===== src/rtl/avmm_slave_timeout_guard.sv =====
// AVMM slave-side guard: passes single transactions through, aborts ones stalled too long.
// Optional error log (address/direction/count) enabled by defining AVMM_TMO_ERR_LOG_EN.
module avmm_slave_timeout_guard #(
  parameter int ADDR_WIDTH     = 32,
  parameter int DATA_WIDTH     = 32,
  parameter int TIMEOUT_CYCLES = 256,
  parameter int DRAIN_CYCLES   = 4,
  parameter logic [DATA_WIDTH-1:0] TIMEOUT_DATA = DATA_WIDTH'(32'hDEAD_BEEF)
) (
  input  logic                  mm_clk,
  input  logic                  mm_reset,
  output logic                  s_waitrequest,
  input  logic                  s_write,
  input  logic                  s_read,
  input  logic [ADDR_WIDTH-1:0] s_addr,
  input  logic [DATA_WIDTH-1:0] s_writedata,
  output logic [DATA_WIDTH-1:0] s_readdata,
  input  logic                  m_waitrequest,
  output logic                  m_write,
  output logic                  m_read,
  output logic [ADDR_WIDTH-1:0] m_addr,
  output logic [DATA_WIDTH-1:0] m_writedata,
  input  logic [DATA_WIDTH-1:0] m_readdata,
  input  logic                  i_clear_err,
  output logic                  o_timeout_pulse,
  output logic                  o_timeout_sticky
`ifdef AVMM_TMO_ERR_LOG_EN
  ,
  output logic [ADDR_WIDTH-1:0] o_err_addr,
  output logic                  o_err_is_write,
  output logic [15:0]           o_err_count
`endif
);

  localparam int CW  = $clog2(TIMEOUT_CYCLES + 1);
  localparam int DCW = $clog2(DRAIN_CYCLES + 1);
  localparam logic [CW-1:0]  CNT_LAST = CW'(TIMEOUT_CYCLES - 1);
  localparam logic [DCW-1:0] DRN_LAST = DCW'(DRAIN_CYCLES - 1);

  typedef enum logic [1:0] {
    ST_IDLE,
    ST_WAIT,
    ST_ABORT,
    ST_DRAIN
  } state_t;

  state_t         r_state;
  logic [CW-1:0]  r_cnt;
  logic [DCW-1:0] r_dcnt;
  logic           r_pulse;
  logic           r_sticky;

  logic w_cmd;
  logic w_pass;

  assign w_cmd  = s_read | s_write;
  assign w_pass = (r_state == ST_IDLE) | (r_state == ST_WAIT);

  assign m_read      = w_pass & s_read;
  assign m_write     = w_pass & s_write;
  assign m_addr      = s_addr;
  assign m_writedata = s_writedata;

  always_comb begin
    s_waitrequest = m_waitrequest;
    s_readdata    = m_readdata;
    unique case (r_state)
      ST_IDLE, ST_WAIT: begin
        s_waitrequest = m_waitrequest;
        s_readdata    = m_readdata;
      end
      ST_ABORT: begin
        s_waitrequest = 1'b0;
        s_readdata    = TIMEOUT_DATA;
      end
      ST_DRAIN: begin
        s_waitrequest = 1'b1;
      end
    endcase
  end

  assign o_timeout_pulse  = r_pulse;
  assign o_timeout_sticky = r_sticky;

`ifdef AVMM_TMO_ERR_LOG_EN
  logic [ADDR_WIDTH-1:0] r_err_addr;
  logic                  r_err_is_write;
  logic [15:0]           r_err_count;

  assign o_err_addr     = r_err_addr;
  assign o_err_is_write = r_err_is_write;
  assign o_err_count    = r_err_count;
`endif

  // IDLE and WAIT share the counting path so cycle 0 of a command is counted.
  always_ff @(posedge mm_clk) begin
    if (mm_reset) begin
      r_state  <= ST_IDLE;
      r_cnt    <= '0;
      r_dcnt   <= '0;
      r_pulse  <= 1'b0;
      r_sticky <= 1'b0;
`ifdef AVMM_TMO_ERR_LOG_EN
      r_err_addr     <= '0;
      r_err_is_write <= 1'b0;
      r_err_count    <= '0;
`endif
    end else begin
      r_pulse <= 1'b0;
      if (i_clear_err) begin
        r_sticky <= 1'b0;
`ifdef AVMM_TMO_ERR_LOG_EN
        r_err_count <= '0;
`endif
      end
      unique case (r_state)
        ST_IDLE, ST_WAIT: begin
          if (!w_cmd || !m_waitrequest) begin
            r_cnt   <= '0;
            r_state <= ST_IDLE;
          end else if (r_cnt == CNT_LAST) begin
            r_cnt   <= '0;
            r_pulse <= 1'b1;
            r_state <= ST_ABORT;
          end else begin
            r_cnt   <= r_cnt + CW'(1);
            r_state <= ST_WAIT;
          end
        end
        ST_ABORT: begin
          r_sticky <= 1'b1;
          r_dcnt   <= '0;
          r_state  <= ST_DRAIN;
`ifdef AVMM_TMO_ERR_LOG_EN
          r_err_addr     <= s_addr;
          r_err_is_write <= s_write;
          if (i_clear_err)
            r_err_count <= 16'd1;
          else if (r_err_count != 16'hFFFF)
            r_err_count <= r_err_count + 16'd1;
`endif
        end
        ST_DRAIN: begin
          if (r_dcnt == DRN_LAST) begin
            r_dcnt  <= '0;
            r_state <= ST_IDLE;
          end else begin
            r_dcnt <= r_dcnt + DCW'(1);
          end
        end
      endcase
    end
  end

endmodule


===== config.mk =====
export PLATFORM = sky130hd
export DESIGN_NAME = avmm_slave_timeout_guard
export DESIGN_NICKNAME = d
export VERILOG_FILES = /design/src/rtl/avmm_slave_timeout_guard.sv
export SDC_FILE = /design/constraint.sdc
export NUM_CORES = 1
export LEC_CHECK = 0
export CAP_MARGIN = 20
export CORE_MARGIN = 3
export CORE_UTILIZATION = 24
export DETAILED_ROUTE_END_ITERATION = 8
export GPL_TIMING_DRIVEN = 0
export PLACE_DENSITY = 0.81
export SLEW_MARGIN = 40
export SYNTH_ARGS = -nofsm -noshare
export SYNTH_HDL_FRONTEND = slang
export SYNTH_SLANG_ARGS = --single-unit

===== constraint.sdc =====
create_clock -name mm_clk -period 1.84 [get_ports mm_clk]
set_input_delay 0.184 -clock mm_clk [delete_from_list [all_inputs] [get_ports mm_clk]]
set_output_delay 0.184 -clock mm_clk [all_outputs]
set_load 0.01 [all_outputs]

==> flow_metrics.py <==
metrics = {
    "status": {
        "status": "finished clean",
    },
    "route": {
        "avgViaCountPerCell": 4.176,
        "wire_per_inst_um": 13.08,
        "dr.pass1.iters": 4,
        "drt_iter0_drc": 15,
        "via_count": 1658,
        "drc_errors": 0,
        "wl_um": 5194,
        "postRouteAntennaNets": 0,
    },
    "die": {
        "die_y_um": 83.23,
        "die_area_um2": 6926,
        "die_w_um": 83.23,
        "core-area_um2": 5642,
        "row_count": 27,
        "initial_core_util_pct": 25.37,
        "pin_count": 203,
    },
    "yosys": {
        "synth_nets": 288,
        "syn_inst": 184,
        "synth_cell_types": 33,
        "yosys.area.top_type_share_pct": 33.57,
        "yosys_warnings": 0,
        "ys.flop_type": "dfxtp_1",
        "yosys-top-cells-area": "buf_4 (34%), dfxtp_1 (22%), nand2b_1 (11%)",
        "avgSynthCellArea_um2": 7.779,
        "synth_area_leader_cell": "buf_4",
        "synth-seq-area-share_pct": 22.38,
        "synth-seq-cells": 16,
        "syn_area_um2": 1431,
        "synth_edf_count": 0,
        "synthArstFlopShare_pct": 0,
    },
    "timing": {
        "hold_violations": 0,
        "max_freq_mhz": 573.0,
        "setup_viol": 0,
        "slew_headroom_pct": 79.54,
        "period_needed_ps": 1745,
        "min_period_over_period_pct": 94.85,
        "clock_skew_ps": 1.377,
        "setup_tns_ps": 0,
        "timing.hold.ws_ps": 442.0,
        "worst_pin_slew_ps": 304.8,
        "rsz0062_at_grt": "false",
        "maxSlewViolCount": 0,
    },
    "clock_network": {
        "htreeDepth": 1,
        "clock_latency_ps": 250,
        "cts_root_buffer": "clkbuf_8",
        "numCtsBuffers": 3,
        "clk_path_buf_depth": 2,
        "post_cts_buffers": 0,
        "cts_tree": "built",
        "clkSlewWorstSetupHoldPaths_ps": 60,
        "clock_sinks": 16,
    },
    "critical_path": {
        "cp.required_ps": 1660,
        "max_stage_delay_ps": 540,
        "worstPathArrival_ps": 1560,
        "crit_path_cell_trace": "buf_6 -> clkbuf_2 -> nor2b_1 -> clkdlybuf4s50_1",
        "start_kind": "register",
        "r2r-start": "r_cnt[0]",
        "crit_slowest_cell": "clkdlybuf4s50_1",
        "crit_start": "r_state[1]",
        "end_kind": "primary output",
        "cp_max_fo": 10,
        "crit_type": "register to primary output",
    },
    "global_route": {
        "grt_max_degree": 11,
        "grtUsageTotal_pct": 13.68,
        "grt_pass1_vias": 1631,
        "overflow": 0,
        "grt_pass1_wl_um": 7907,
        "antenna_found_initial": 0,
    },
    "power_and_ir_drop": {
        "max-vdd-ir-drop_v": 0.0002471,
        "p_per_area_nw_per_um2": 372.8,
        "total_power_uw": 1111,
        "p_leak_uw": 0.001433,
    },
    "cells_and_area": {
        "drive_above_1_share_pct": 24.31,
        "area_growth_pct": 108.3,
        "fin_util_pct": 52.85,
        "diodes": 0,
        "final_nets": 431,
        "final_common_cell": "clkdlybuf4s50_1",
        "mostFrequentLayoutCells": "clkdlybuf4s50_1 (108), buf_4 (66), nand2b_1 (25)",
        "final_cells": 397,
    },
    "run": {
        "maxCapViolCount": 0,
    },
    "place": {
        "dp_hpwl_um": 4458,
        "place.gp.congestion": 0.8399,
        "dp_cells": 394,
        "numPortBuffers": 138,
    },
    "worst_hold_path": {
        "worstHoldStart": "r_cnt[8]",
        "hold_class": "register to register",
    },
}
==> per-layer routing <==
| metal | up-vias | GRT usage, % | share of wire (%) |
|---|---|---|---|
| li1 | 806 | - | - |
| met1 | 728 | 15.68 | 37 |
| met2 | 109 | 24.20 | 51 |
| met3 | 15 | 2.679 | 8.9 |
| met4 | 0 | 6.389 | 3.5 |
| met5 | - | 0 | 0 |
==> power by group <==
part	internal, µW	switching [µW]
registers	351	4.39
logic	346	154
clock network	145	111
total	842	269
==> synth_stat cells (2+ instances only) <==
cell type and instances:
a21oi_1 5, and2_1 8, and3_1 2, buf_4 64
clkbuf_1 4, dfxtp_1 16, ha_1 2, inv_1 5
nand2_1 7, nand2b_1 25, nand3_1 3, nor2_1 12
nor2b_1 4, nor3_1 3, o21ai_0 3, xnor2_1 4
==> worst max-delay path: cells and delay by family (launching register included) <==
family | cells | cell delay (ps)
and+or+nand+nor | 1 | 150
buffers and inverters | 3 | 850
DFF | 1 | 300
==> state kept, by name, summed over array words and instances (netlist names) <==
signal,flops
r_dcnt,3
o_timeout_pulse,1
o_timeout_sticky,1
r_cnt,9
r_state,2
==> area by class of cell <==
type / count / area, µm²
clock buffers: 3 / 41.29
plain buffers: 69 / 525.5
repair buffers: 138 / 1396
well taps: 72 / 90.09
multi-input cells: 94 / 588.1
fillers: 527 / 2660
inverters: 5 / 18.77
flip-flops and latches: 16 / 321.6
==> per-stage QoR <==
step           cell area (µm²)  setup slack [ps]
3_5_place_dp              2903            -2.979
5_1_grt                   2982             3.201
6_report                  2982             94.75
4_1_cts                   2947             5.143
3_3_place_gp              2903             13.97
2_1_floorplan             1431             512.2
==> final timing paths <==
path | end | slack [ps] | depth (start not counted)
setup / recovery | m_read | 90 | 4
setup reg to reg | r_state[0] | 360 | 5
hold reg to reg | r_cnt[8] | 440 | 1
hold / removal | r_cnt[8] | 440 | 1
==> kinds of logic after synthesis <==
group,Yosys count,synth area share (%)
AOI/OAI and AO/OA,16,7.517
xor gates and xnor gates,5,3.059
adders and majority gates,2,1.748
buffers and inverters,74,36.71
DFF,16,22.38
and+or+nand+nor,71,28.58
==> repair_timing <==
action,in CTS,in global routing
endpoints found under the hold margin,0,0
endpoints found under the setup margin,30,14
hold buffers,0,0
resized for setup,26,16
Power figures use the tool's default switching activity.
